===== config.mk =====
export PLATFORM = sky130hd
export DESIGN_NAME = multicycle_control
export DESIGN_NICKNAME = d
export VERILOG_FILES = /design/src/rtl/multicycle_control.sv
export SDC_FILE = /design/constraint.sdc
export NUM_CORES = 1
export LEC_CHECK = 0
export ABC_AREA = 1
export CAP_MARGIN = 5
export CORE_AREA = 4 4 107 109
export CTS_BUF_LIST = sky130_fd_sc_hd__clkbuf_16
export CTS_CLUSTER_DIAMETER = 200
export CTS_CLUSTER_SIZE = 16
export DETAILED_ROUTE_END_ITERATION = 16
export DIE_AREA = 0 0 111 113
export GPL_TIMING_DRIVEN = 0
export SETUP_SLACK_MARGIN = 0.3
export SYNTH_ARGS = -nofsm -noshare
export SYNTH_HDL_FRONTEND = slang
export SYNTH_SLANG_ARGS = --single-unit

===== constraint.sdc =====
create_clock -name clk -period 1.4 [get_ports clk]
set_input_delay 0.42 -clock clk [delete_from_list [all_inputs] [get_ports clk]]
set_output_delay 0.42 -clock clk [all_outputs]
set_load 0.02 [all_outputs]

===== src/rtl/multicycle_control.sv =====
// Multi-cycle RV32I control sequencer.
// Steps each instruction through FETCH/DECODE/EXECUTE/MEM/WRITEBACK over a
// shared memory port, drives the datapath strobes and counts retired
// instructions.
// Optional build macro ILLEGAL_TRAP_EN: an illegal opcode parks the
// sequencer in HALT until reset, instead of retiring it as a NOP.
//
// state | meaning
// ------+-------------------------------------------------------------
// 0     | FETCH     read instruction at PC, PC+4, latch IR on mem_ready
// 1     | DECODE    classify opcode, flag illegal
// 2     | EXECUTE   ALU operation / branch compare / jump
// 3     | MEM       data access at ALU address, wait for mem_ready
// 4     | WRITEBACK register file write (ALU, memory or link)
// 7     | HALT      trapped on illegal opcode (ILLEGAL_TRAP_EN only)
// 5,6   | unused    recover to FETCH with all strobes low

module multicycle_control #(
  parameter int CNT_W = 32
) (
  input  logic             clk,
  input  logic             rst,
  input  logic [31:0]      instr,
  input  logic             mem_ready,
  output logic             pc_write,
  output logic             pc_write_cond,
  output logic             ir_write,
  output logic             iord,
  output logic             mem_read,
  output logic             mem_write,
  output logic             mem_to_reg,
  output logic             reg_write,
  output logic             alu_src,
  output logic [1:0]       alu_op,
  output logic             jump,
  output logic [2:0]       state_o,
  output logic [CNT_W-1:0] retired_cnt,
  output logic             illegal
);

  localparam logic [2:0] S_FETCH = 3'd0;
  localparam logic [2:0] S_DECODE = 3'd1;
  localparam logic [2:0] S_EXECUTE = 3'd2;
  localparam logic [2:0] S_MEM = 3'd3;
  localparam logic [2:0] S_WB = 3'd4;
  localparam logic [2:0] S_HALT = 3'd7;

  localparam logic [4:0] OP_R = 5'b01100;
  localparam logic [4:0] OP_LOAD = 5'b00000;
  localparam logic [4:0] OP_STORE = 5'b01000;
  localparam logic [4:0] OP_BRANCH = 5'b11000;
  localparam logic [4:0] OP_OPIMM = 5'b00100;
  localparam logic [4:0] OP_JAL = 5'b11011;
  localparam logic [4:0] OP_JALR = 5'b11001;
  localparam logic [4:0] OP_LUI = 5'b01101;
  localparam logic [4:0] OP_AUIPC = 5'b00101;

  localparam logic [1:0] ALU_ADD = 2'b00;
  localparam logic [1:0] ALU_BR = 2'b01;
  localparam logic [1:0] ALU_FUNCT = 2'b10;

  logic [2:0] state;
  logic [2:0] state_nxt;
  logic [4:0] opc_q;
  logic       retire;

  logic is_r, is_load, is_store, is_branch, is_opimm;
  logic is_jal, is_jalr, is_lui, is_auipc, is_legal;

  // Only the opcode field of the instruction word matters to the sequencer.
  logic unused_instr;
  assign unused_instr = ^{instr[31:7], instr[1:0]};

  // Opcode class decode of the latched opcode.
  always_comb begin
    is_r      = (opc_q == OP_R);
    is_load   = (opc_q == OP_LOAD);
    is_store  = (opc_q == OP_STORE);
    is_branch = (opc_q == OP_BRANCH);
    is_opimm  = (opc_q == OP_OPIMM);
    is_jal    = (opc_q == OP_JAL);
    is_jalr   = (opc_q == OP_JALR);
    is_lui    = (opc_q == OP_LUI);
    is_auipc  = (opc_q == OP_AUIPC);
    is_legal  = is_r | is_load | is_store | is_branch | is_opimm |
                is_jal | is_jalr | is_lui | is_auipc;
  end

  // Next-state selection and retirement detection.
  always_comb begin
    state_nxt = state;
    retire    = 1'b0;
    case (state)
      S_FETCH: begin
        if (mem_ready) state_nxt = S_DECODE;
      end
      S_DECODE: begin
        if (is_legal) begin
          state_nxt = S_EXECUTE;
        end else begin
`ifdef ILLEGAL_TRAP_EN
          state_nxt = S_HALT;
`else
          state_nxt = S_FETCH;
          retire    = 1'b1;
`endif
        end
      end
      S_EXECUTE: begin
        if (is_load || is_store) begin
          state_nxt = S_MEM;
        end else if (is_branch) begin
          state_nxt = S_FETCH;
          retire    = 1'b1;
        end else begin
          state_nxt = S_WB;
        end
      end
      S_MEM: begin
        if (mem_ready) begin
          if (is_load) begin
            state_nxt = S_WB;
          end else begin
            state_nxt = S_FETCH;
            retire    = 1'b1;
          end
        end
      end
      S_WB: begin
        state_nxt = S_FETCH;
        retire    = 1'b1;
      end
`ifdef ILLEGAL_TRAP_EN
      S_HALT: begin
        state_nxt = S_HALT;
      end
`endif
      default: begin
        state_nxt = S_FETCH;
      end
    endcase
  end

  // State, latched opcode and retired-instruction counter.
  always_ff @(posedge clk) begin
    if (rst) begin
      state       <= S_FETCH;
      opc_q       <= 5'd0;
      retired_cnt <= '0;
    end else begin
      state <= state_nxt;
      if (state == S_FETCH && mem_ready) opc_q <= instr[6:2];
      if (retire) retired_cnt <= retired_cnt + CNT_W'(1);
    end
  end

  // Moore strobe decode; FETCH loads PC/IR only once the read completes.
  always_comb begin
    pc_write      = 1'b0;
    pc_write_cond = 1'b0;
    ir_write      = 1'b0;
    iord          = 1'b0;
    mem_read      = 1'b0;
    mem_write     = 1'b0;
    mem_to_reg    = 1'b0;
    reg_write     = 1'b0;
    alu_src       = 1'b0;
    alu_op        = ALU_ADD;
    jump          = 1'b0;
    illegal       = 1'b0;
    case (state)
      S_FETCH: begin
        mem_read = 1'b1;
        ir_write = mem_ready;
        pc_write = mem_ready;
      end
      S_DECODE: begin
        illegal = ~is_legal;
      end
      S_EXECUTE: begin
        if (is_r) begin
          alu_op = ALU_FUNCT;
        end else if (is_opimm) begin
          alu_src = 1'b1;
          alu_op  = ALU_FUNCT;
        end else if (is_branch) begin
          alu_op        = ALU_BR;
          pc_write_cond = 1'b1;
        end else if (is_jal || is_jalr) begin
          jump     = 1'b1;
          pc_write = 1'b1;
          alu_src  = 1'b1;
        end else begin
          alu_src = 1'b1;
        end
      end
      S_MEM: begin
        iord      = 1'b1;
        mem_read  = is_load;
        mem_write = is_store;
      end
      S_WB: begin
        reg_write  = 1'b1;
        mem_to_reg = is_load;
        jump       = is_jal | is_jalr;
      end
      default: begin
      end
    endcase
    if (rst) begin
      pc_write      = 1'b0;
      pc_write_cond = 1'b0;
      ir_write      = 1'b0;
      iord          = 1'b0;
      mem_read      = 1'b0;
      mem_write     = 1'b0;
      mem_to_reg    = 1'b0;
      reg_write     = 1'b0;
      alu_src       = 1'b0;
      alu_op        = ALU_ADD;
      jump          = 1'b0;
      illegal       = 1'b0;
    end
  end

  assign state_o = state;

endmodule


==> flow_metrics.env, run 1 <==
export IMPL_fin_crit_ns=1.857
export IMPL_fp_dieH_um=113
export IMPL_dpl_cell_count=629
export IMPL_detailroute_via_count=3151
export IMPL_critPathMaxStageDelay_ns=0.36
export IMPL_hpwl_um=6862
export IMPL_synthFlopType="dfxtp_1"
export IMPL_fmax_mhz=538.5
export IMPL_die_width_um=111
export IMPL_synth_cells=435
export IMPL_mostFrequentLayoutCell="nand2_1"
export IMPL_cts_tree="yes"
export IMPL_fin_skew_ns=0.006155
export IMPL_outcome="finished, violations left"
export IMPL_stdcell_count=684
export IMPL_synth_area_per_cell_um2=5.954
export IMPL_worst_ep_required_time_ns=0.98
export IMPL_cap_violations=0
export IMPL_switching_share_pct=28.53
export IMPL_post_dp_cell_area_mm2=0.003684
export IMPL_grtUsageTotal_pct=14.99
export IMPL_drc=0
export IMPL_seqPwrFrac_pct=35.8
export IMPL_insertion_delay_ns=0.29
export IMPL_h_tree_depth=2
export IMPL_io_buffers=54
export IMPL_synth_edf_count=0
export IMPL_fin_nets=579
export IMPL_coreArea_mm2=0.01060
export IMPL_die_area_mm2=0.01254
export IMPL_hp_start="rst"
export IMPL_final_util_pct=43.36
export IMPL_cpMaxStageDelayCell="dfxtp_4"
export IMPL_crit_type="flip-flop to output pin"
export IMPL_finalSetupViolations=50
export IMPL_synth_seq_cells=40
export IMPL_async_reset_ff_share_pct=0
export IMPL_worstPathArrival_ns=1.44
export IMPL_grt_start_max_net_pins=13
export IMPL_drive_gt1_share_pct=41.18
export IMPL_io_pins=83
export IMPL_ir_drop_uv=434.4
export IMPL_insertedDiodeCount=0
export IMPL_clock_sinks=40
export IMPL_max_slew_margin_pct=66.39
export IMPL_final_cell_mix="nand2_1, buf_6, nor2_1"
export IMPL_hold_viol_final=0
export IMPL_startpoint="opc_q[0]$_SDFFE_PP0P_"
export IMPL_startpoint_type="flip-flop"
export IMPL_r2r_start="opc_q[0]$_SDFFE_PP0P_"
export IMPL_cp_max_fo=4
export IMPL_grt_pass1_wl_um=15290
export IMPL_synth_cell_type_count=27
export IMPL_rsz0062_at_grt="true"
export IMPL_final_period_utilization_pct=132.6
export IMPL_hold_buffers=0
export IMPL_syn_nets=471
export IMPL_clk_path_buf_depth=2
export IMPL_antenna_found_initial=0
export IMPL_cts_buffers_inserted=5
export IMPL_worstMarginPinSlew_ns=0.5041
export IMPL_ant_nets=0
export IMPL_pwr_share_comb_pct=23.5
export IMPL_initial_core_util_pct=24.43
export IMPL_worstPathCellList="nor2_4, buf_4, nand3_2, nor2_4, buf_6, buf_4"
export IMPL_initialDrtViolationCount=166
export IMPL_violations="negative setup slack"
export IMPL_finalSetupTns_ns=-14.87
export IMPL_clkPwrFrac_pct=40.7
export IMPL_rows=38
export IMPL_hold_slack_ns=0.3866
export IMPL_pre_cts_slack_ns=-1.132
export IMPL_viasPerCell=4.607
export IMPL_gp_congestion=0.9221
export IMPL_yosys_warnings=0
export IMPL_intPower_mw=2.312
export IMPL_ys_seq_area_share_pct=30.92
export IMPL_areaGrowthSynthToFinish_pct=77.49
export IMPL_hold_path_class="primary input to flip-flop"
export IMPL_firstDrtPassIters=4
export IMPL_setup_ws_ns=-0.4570
export IMPL_worst_setup_path_end_kind="output pin"
export IMPL_design_area_mm2=0.004597
export IMPL_grt_pass1_vias=3135
export IMPL_clk_pin_slew_ns=0.06
export IMPL_grt_ovfl_total=0
export IMPL_wirelength_um=9604
export IMPL_p_leak_nw=1.727
export IMPL_netlist_area_mm2=0.002590
export IMPL_wire_per_inst_um=14.04
export IMPL_p_total_mw=3.235
export IMPL_drv_slew=0
export IMPL_power_switching_uw=922.9
export IMPL_cts_root_buffer="clkbuf_16"
export IMPL_p_per_area_mw_per_mm2=703.6
-- synthesized netlist by cell type, types with 4 or more instances --
cell type	number	area, um^2
inv_1	33	123.9
buf_2	6	30.03
xnor2_1	5	43.79
o21ai_0	6	30.03
xor2_1	10	87.58
clkbuf_1	6	22.52
dfxtp_1	40	800.8
a21oi_1	41	205.2
buf_4	4	30.03
nand3_1	53	265.3
nor2_1	65	244.0
nand2_1	145	544.3
-- power groups by stage --
stage                     Combinational (mW)  Clock, mW  Sequential (mW)
after floorplan                        0.306          0             1.21
after global placement                 0.441          0             1.21
after detailed placement               0.446          0             1.21
after CTS                              0.642       1.34             1.16
after global routing                   0.812       1.39             1.16
final                                  0.760       1.32             1.16
-- layer usage --
layer  vias to the layer above  wire (um)  GRT usage (%)
met4                         0        139          4.433
li1                       1617          -              -
met3                        12        418          2.781
met5                         -          0              0
met2                        66       4863          27.71
met1                      1456       4183          17.61
-- final timing paths --
kind	endpoint	slack, ns	cells past startpoint
worst min-delay path	state_o[2]$_SDFFE_PP0P_	0.39	2
worst max-delay path	alu_op[0]	-0.46	6
worst max register to register	retired_cnt[29]$_SDFFE_PP0P_	-0.37	11
worst min register to register	retired_cnt[14]$_SDFFE_PP0P_	0.53	2
-- final cells by class --
class	count	area, um^2
Sequential cell	40	943.4
Timing Repair Buffer	101	1062
Inverter	35	151.4
Clock buffer	5	125.1
Tap cell	140	175.2
Multi-Input combinational cell	344	1917
Clock inverter	3	37.54
Fill cell	1080	6006
Buffer	16	185.2
-- timing repair --
item,in CTS,in global routing
hold endpoints to repair,0,0
pin swaps,12,12
gates resized for setup,346,25
setup buffers,29,14
cloned,3,1
setup endpoints to repair,88,88
-- kinds of logic (layout without fill, tap and decap cells) --
logic type | count (synthesis) | in the layout | synth area share (%)
flip-flops | 40 | 40 | 30.92
XOR/XNOR | 15 | 15 | 5.072
buffers and inverters | 51 | 160 | 8.261
adder cells (fa/ha/maj) | 1 | 1 | 0.4830
AO/OA/AOI/OAI | 51 | 51 | 10.53
AND/OR/NAND/NOR | 277 | 277 | 44.73
-- critical path, delay by kind of cell, from the launching register on --
family	cells	cell delay (ns)
buf+inv	3	0.36
flops	1	0.36
simple gates	3	0.42
-- flip-flops by register name, indices dropped and copies added (netlist names) --
register	flops
retired_cnt	32
opc_q	5
state_o	3
No activity file was read; power rests on OpenSTA's default activity.
==> run 2: changes to the inputs <==
--- a/config.mk
+++ b/config.mk
@@ -8,7 +8,6 @@
 export ABC_AREA = 1
 export CAP_MARGIN = 5
 export CORE_AREA = 4 4 107 109
-export CTS_BUF_LIST = sky130_fd_sc_hd__clkbuf_16
 export CTS_CLUSTER_DIAMETER = 200
 export CTS_CLUSTER_SIZE = 16
 export DETAILED_ROUTE_END_ITERATION = 16
==> constraint.sdc (replaced) <==
create_clock -name clk -period 2.1 [get_ports clk]
set_input_delay 0.63 -clock clk [delete_from_list [all_inputs] [get_ports clk]]
set_output_delay 0.63 -clock clk [all_outputs]
set_load 0.02 [all_outputs]
==> flow_metrics.env, run 2 (synthesis gave the netlist of run 1 again) <==
export IMPL_cap_violations=0
export IMPL_insertion_delay_ns=0.30
export IMPL_rsz0062_at_grt="true"
export IMPL_finalSetupViolations=0
export IMPL_antenna_found_initial=0
export IMPL_fin_nets=557
export IMPL_io_pins=83
export IMPL_startpoint_type="primary input"
export IMPL_power_switching_uw=558.6
export IMPL_fin_crit_ns=2.082
export IMPL_worstPathArrival_ns=1.45
export IMPL_wirelength_um=8926
export IMPL_gp_congestion=0.9228
export IMPL_worstPathCellList="clkdlybuf4s15_1, inv_2, nor2_4, inv_2, buf_8, nor2_4, buf_6"
export IMPL_detailroute_via_count=3083
export IMPL_cp_buffers_inverters=5
export IMPL_io_buffers=54
export IMPL_grt_pass1_wl_um=14610
export IMPL_drive_gt1_share_pct=23.56
export IMPL_areaGrowthSynthToFinish_pct=54.44
export IMPL_clk_path_buf_depth=2
export IMPL_grt_pass1_vias=2991
export IMPL_cts_root_buffer="clkbuf_8"
export IMPL_intPower_mw=1.340
export IMPL_final_util_pct=37.73
export IMPL_post_dp_cell_area_mm2=0.003472
export IMPL_cts_tree="yes"
export IMPL_coreArea_mm2=0.01060
export IMPL_wire_per_inst_um=13.48
export IMPL_worst_ep_required_time_ns=1.47
export IMPL_fin_skew_ns=0.008636
export IMPL_hpwl_um=6716
export IMPL_cpMaxStageDelayCell="clkdlybuf4s15_1"
export IMPL_firstDrtPassIters=4
export IMPL_regMostFlops="retired_cnt"
export IMPL_h_tree_depth=2
export IMPL_design_area_mm2=0.004000
export IMPL_hold_buffers=0
export IMPL_die_area_mm2=0.01254
export IMPL_largest_reg_flops=32
export IMPL_clkPwrFrac_pct=36.0
export IMPL_drc=0
export IMPL_pwr_share_comb_pct=21.4
export IMPL_final_cell_mix="nand2_1, nor2_1, nand3_1"
export IMPL_p_per_area_mw_per_mm2=474.7
export IMPL_stdcell_count=662
export IMPL_cts_buffers_inserted=5
export IMPL_fp_dieH_um=113
export IMPL_switching_share_pct=29.42
export IMPL_ir_drop_uv=250.2
export IMPL_setup_ws_ns=0.01775
export IMPL_outcome="finished, final reports clean"
export IMPL_max_slew_margin_pct=63.85
export IMPL_insertedDiodeCount=0
export IMPL_ant_nets=0
export IMPL_cp_max_fo=3
export IMPL_worstMarginPinSlew_ns=0.5422
export IMPL_grtUsageTotal_pct=14.34
export IMPL_fmax_mhz=480.2
export IMPL_grt_ovfl_total=0
export IMPL_die_width_um=111
export IMPL_drv_slew=0
export IMPL_hold_path_class="flip-flop to flip-flop"
export IMPL_hold_slack_ns=0.5236
export IMPL_critPathMaxStageDelay_ns=0.22
export IMPL_dpl_cell_count=629
export IMPL_p_total_mw=1.899
export IMPL_mostFrequentLayoutCell="nand2_1"
export IMPL_crit_type="primary input to output pin"
export IMPL_hold_viol_final=0
export IMPL_worst_setup_path_end_kind="output pin"
export IMPL_viasPerCell=4.657
export IMPL_clk_pin_slew_ns=0.08
export IMPL_initialDrtViolationCount=116
export IMPL_seqPwrFrac_pct=42.6
export IMPL_grt_start_max_net_pins=14
export IMPL_initial_core_util_pct=24.43
export IMPL_crit_family="buffers and inverters"
export IMPL_pre_cts_slack_ns=-0.8624
export IMPL_rows=38
export IMPL_final_period_utilization_pct=99.15
export IMPL_p_leak_nw=1.566
export IMPL_clock_sinks=40
export IMPL_finalSetupTns_ns=0
[run 2: what timing repair did]
action / in CTS / in global routing
buffers inserted: 16 / 9
endpoints found under the setup margin: 76 / 40
gates cloned: 0 / 0
pin swaps: 11 / 17
resized for setup: 170 / 24
[run 2: final cells by class]
| cell class | instances | area [um^2] |
|---|---|---|
| flip-flops and latches | 40 | 832.0 |
| clock inverters | 2 | 38.79 |
| clock buffers | 6 | 82.58 |
| well taps | 140 | 175.2 |
| plain buffers | 16 | 167.7 |
| inverters | 35 | 153.9 |
| repair buffers | 79 | 699.4 |
| fillers | 1137 | 6603 |
| multi-input cells | 344 | 1851 |
[run 2: path summary, 6_finish.rpt]
kind | end | start | cells after the start | slack, ns
max | ir_write | mem_ready | 7 | 0.02
max reg2reg | retired_cnt[25]$_SDFFE_PP0P_ | opc_q[0]$_SDFFE_PP0P_ | 10 | 0.44
min | opc_q[2]$_SDFFE_PP0P_ | opc_q[2]$_SDFFE_PP0P_ | 2 | 0.52
min reg2reg | opc_q[2]$_SDFFE_PP0P_ | opc_q[2]$_SDFFE_PP0P_ | 2 | 0.52
[run 2: worst reg2reg max path, delay by kind of cell (launching register included)]
family                 cells  cell delay (ns)
and+or+nand+nor            6             0.61
DFF                        1             0.37
buffers and inverters      3             0.51
AOI/OAI and AO/OA          1             0.11
[run 2: power groups by stage]
stage	combinational [mW]	sequential (mW)	clock (mW)
detailed placement	0.275	0.817	0
finish	0.407	0.808	0.684
global route	0.439	0.811	0.725
global placement	0.273	0.815	0
CTS	0.374	0.806	0.702
floorplan	0.185	0.819	0
[run 2: metal layers]
layer,wire length [um],GRT usage [%]
met1,3821,16.82
met2,4493,26.05
met3,446,3.369
met4,164,4.187
met5,0,0
==> run 3: changes to the inputs <==
--- a/config.mk
+++ b/config.mk
@@ -13,7 +13,9 @@
 export DETAILED_ROUTE_END_ITERATION = 16
 export DIE_AREA = 0 0 111 113
 export GPL_TIMING_DRIVEN = 0
+export PLACE_DENSITY = 0.58
 export SETUP_SLACK_MARGIN = 0.3
+export SLEW_MARGIN = 25
 export SYNTH_ARGS = -nofsm -noshare
 export SYNTH_HDL_FRONTEND = slang
 export SYNTH_SLANG_ARGS = --single-unit
==> flow_metrics.env, run 3 (synthesis gave the netlist of run 1 again) <==
export IMPL_rows=38
export IMPL_gp_congestion=0.9106
export IMPL_detailroute_via_count=2907
export IMPL_largest_reg_flops=32
export IMPL_crit_type="flip-flop to output pin"
export IMPL_hold_viol_final=0
export IMPL_fmax_mhz=477.0
export IMPL_worst_ep_required_time_ns=1.47
export IMPL_switching_share_pct=31.58
export IMPL_cp_max_fo=6
export IMPL_hp_start="opc_q[1]$_SDFFE_PP0P_"
export IMPL_worst_setup_path_end_kind="output pin"
export IMPL_coreArea_mm2=0.01060
export IMPL_ir_drop_uv=242.0
export IMPL_holdPathStages=2
export IMPL_r2r_end="retired_cnt[18]$_SDFFE_PP0P_"
export IMPL_regArea_um2=830.8
export IMPL_worstPathArrival_ns=1.47
export IMPL_clk_path_buf_depth=2
export IMPL_regToRegSetupSlack_ns=0.42
export IMPL_mostFrequentLayoutCell="nand2_1"
export IMPL_r2r_start="opc_q[4]$_SDFFE_PP0P_"
export IMPL_drc=0
export IMPL_cts_buffers_inserted=5
export IMPL_final_cell_mix="nand2_1, nor2_1, nand3_1"
export IMPL_initialDrtViolationCount=182
export IMPL_worstHoldEndpoint="opc_q[1]$_SDFFE_PP0P_"
export IMPL_fin_skew_ns=0.01042
export IMPL_pre_cts_slack_ns=-0.9043
export IMPL_pwr_share_comb_pct=22.2
export IMPL_wirelength_um=8595
export IMPL_antenna_found_initial=0
export IMPL_insertedDiodeCount=0
export IMPL_grt_ovfl_total=0
export IMPL_hpwl_um=6797
export IMPL_regMostFlops="retired_cnt"
export IMPL_stdcell_count=651
export IMPL_dpl_cell_count=629
export IMPL_grt_start_max_net_pins=13
export IMPL_wire_per_inst_um=13.20
export IMPL_intPower_mw=1.163
export IMPL_ant_nets=0
export IMPL_power_switching_uw=536.7
export IMPL_grtUsageTotal_pct=13.83
export IMPL_clk_pin_slew_ns=0.09
export IMPL_setup_ws_ns=0.003526
export IMPL_io_pins=83
export IMPL_startpoint_type="flip-flop"
export IMPL_outcome="finished, final reports clean"
export IMPL_hold_buffers=0
export IMPL_die_width_um=111
export IMPL_drv_slew=0
export IMPL_initial_core_util_pct=24.43
export IMPL_max_slew_margin_pct=68.75
export IMPL_final_period_utilization_pct=99.83
export IMPL_die_area_mm2=0.01254
export IMPL_h_tree_depth=2
export IMPL_p_per_area_mw_per_mm2=443.8
export IMPL_finalSetupViolations=0
export IMPL_drive_gt1_share_pct=21.72
export IMPL_grt_pass1_vias=2883
export IMPL_rsz0062_at_grt="true"
export IMPL_cts_tree="yes"
export IMPL_fill_cells=1172
export IMPL_finalSetupTns_ns=0
export IMPL_grt_pass1_wl_um=14150
export IMPL_viasPerCell=4.465
export IMPL_io_buffers=54
export IMPL_hold_path_class="flip-flop to flip-flop"
export IMPL_cts_root_buffer="clkbuf_8"
export IMPL_multi_input_area_mm2=0.001812
export IMPL_firstDrtPassIters=4
export IMPL_cap_violations=0
export IMPL_worstMarginPinSlew_ns=0.4688
export IMPL_seqPwrFrac_pct=47.7
export IMPL_fp_dieH_um=113
export IMPL_reg2regPathDepth=10
export IMPL_fin_nets=547
export IMPL_fin_crit_ns=2.096
export IMPL_insertion_delay_ns=0.30
export IMPL_p_leak_nw=1.492
export IMPL_p_total_mw=1.699
export IMPL_areaGrowthSynthToFinish_pct=47.83
export IMPL_clock_sinks=40
export IMPL_clkPwrFrac_pct=30.1
==> run 3: cell count changes in the layout (fill, tap and decap cells not counted), moves of 2 or more <==
cell | previous run | this run
buf_6 | 14 | 10
nand2_4 | 5 | 3
nand3_4 | 5 | 3
buf_2 | 2 | 4
nand3_2 | 2 | 4
nand2_2 | 2 | 4
clkdlybuf4s15_1 | 3 | 1
buf_4 | 29 | 21
==> run 3: cell type report <==
type | instances | area share (%)
plain buffers | 16 | 4.248
clock inverters | 2 | 0.3268
inverters | 35 | 3.889
multi-input cells | 344 | 47.32
well taps | 140 | 4.575
clock buffers | 5 | 1.797
repair buffers | 69 | 16.14
flip-flops and latches | 40 | 21.70
==> run 3: worst max-delay path by stage <==
| stage | cells past startpoint | end | start |
|---|---|---|---|
| 2_1_floorplan | 5 | alu_op[0] | rst |
| 3_3_place_gp | 7 | ir_write | mem_ready |
| 3_5_place_dp | 7 | ir_write | mem_ready |
| 4_1_cts | 6 | illegal | opc_q[4]$_SDFFE_PP0P_ |
| 5_1_grt | 8 | illegal | opc_q[4]$_SDFFE_PP0P_ |
| 6_report | 8 | illegal | opc_q[4]$_SDFFE_PP0P_ |
==> run 3: timing repair <==
item	in CTS	in global routing
setup buffers	8	7
pin swaps	7	10
endpoints found under the setup margin	79	29
gates resized for setup	145	33
==> run 3: routing by layer <==
metal	vias to the layer above	routed length [um]	GRT usage, %
met2	57	4316	25.89
met4	0	85	2.709
met1	1292	3764	16.12
met3	8	428	3.262
li1	1550	-	-
met5	-	0	0
==> run 3: worst max-delay path: stages (launching register included) <==
cell     delay [ns]
dfxtp_4        0.37
inv_2          0.15
nand3_2        0.12
nand2_1        0.11
inv_2          0.06
nand3_4        0.08
buf_8          0.12
nor2_4         0.03
buf_6          0.12
==> run 3: power by group through the flow <==
stage / Clock [mW] / Sequential (mW) / Combinational (mW)
2_1_floorplan: 0 / 0.819 / 0.185
3_3_place_gp: 0 / 0.816 / 0.274
3_5_place_dp: 0 / 0.816 / 0.276
4_1_cts: 0.535 / 0.806 / 0.324
5_1_grt: 0.564 / 0.814 / 0.410
6_report: 0.512 / 0.810 / 0.378
==> run 3: metrics by stage <==
stage          hold WS (ns)  util [%]  instance area, um^2
4_1_cts              0.5016     34.52                 3660
2_1_floorplan        0.4776         -                 2756
3_5_place_dp         0.5082     32.75                 3472
3_3_place_gp         0.5025     32.75                 3472
6_report             0.5149     36.11                 3829
5_1_grt              0.5590     36.11                 3829
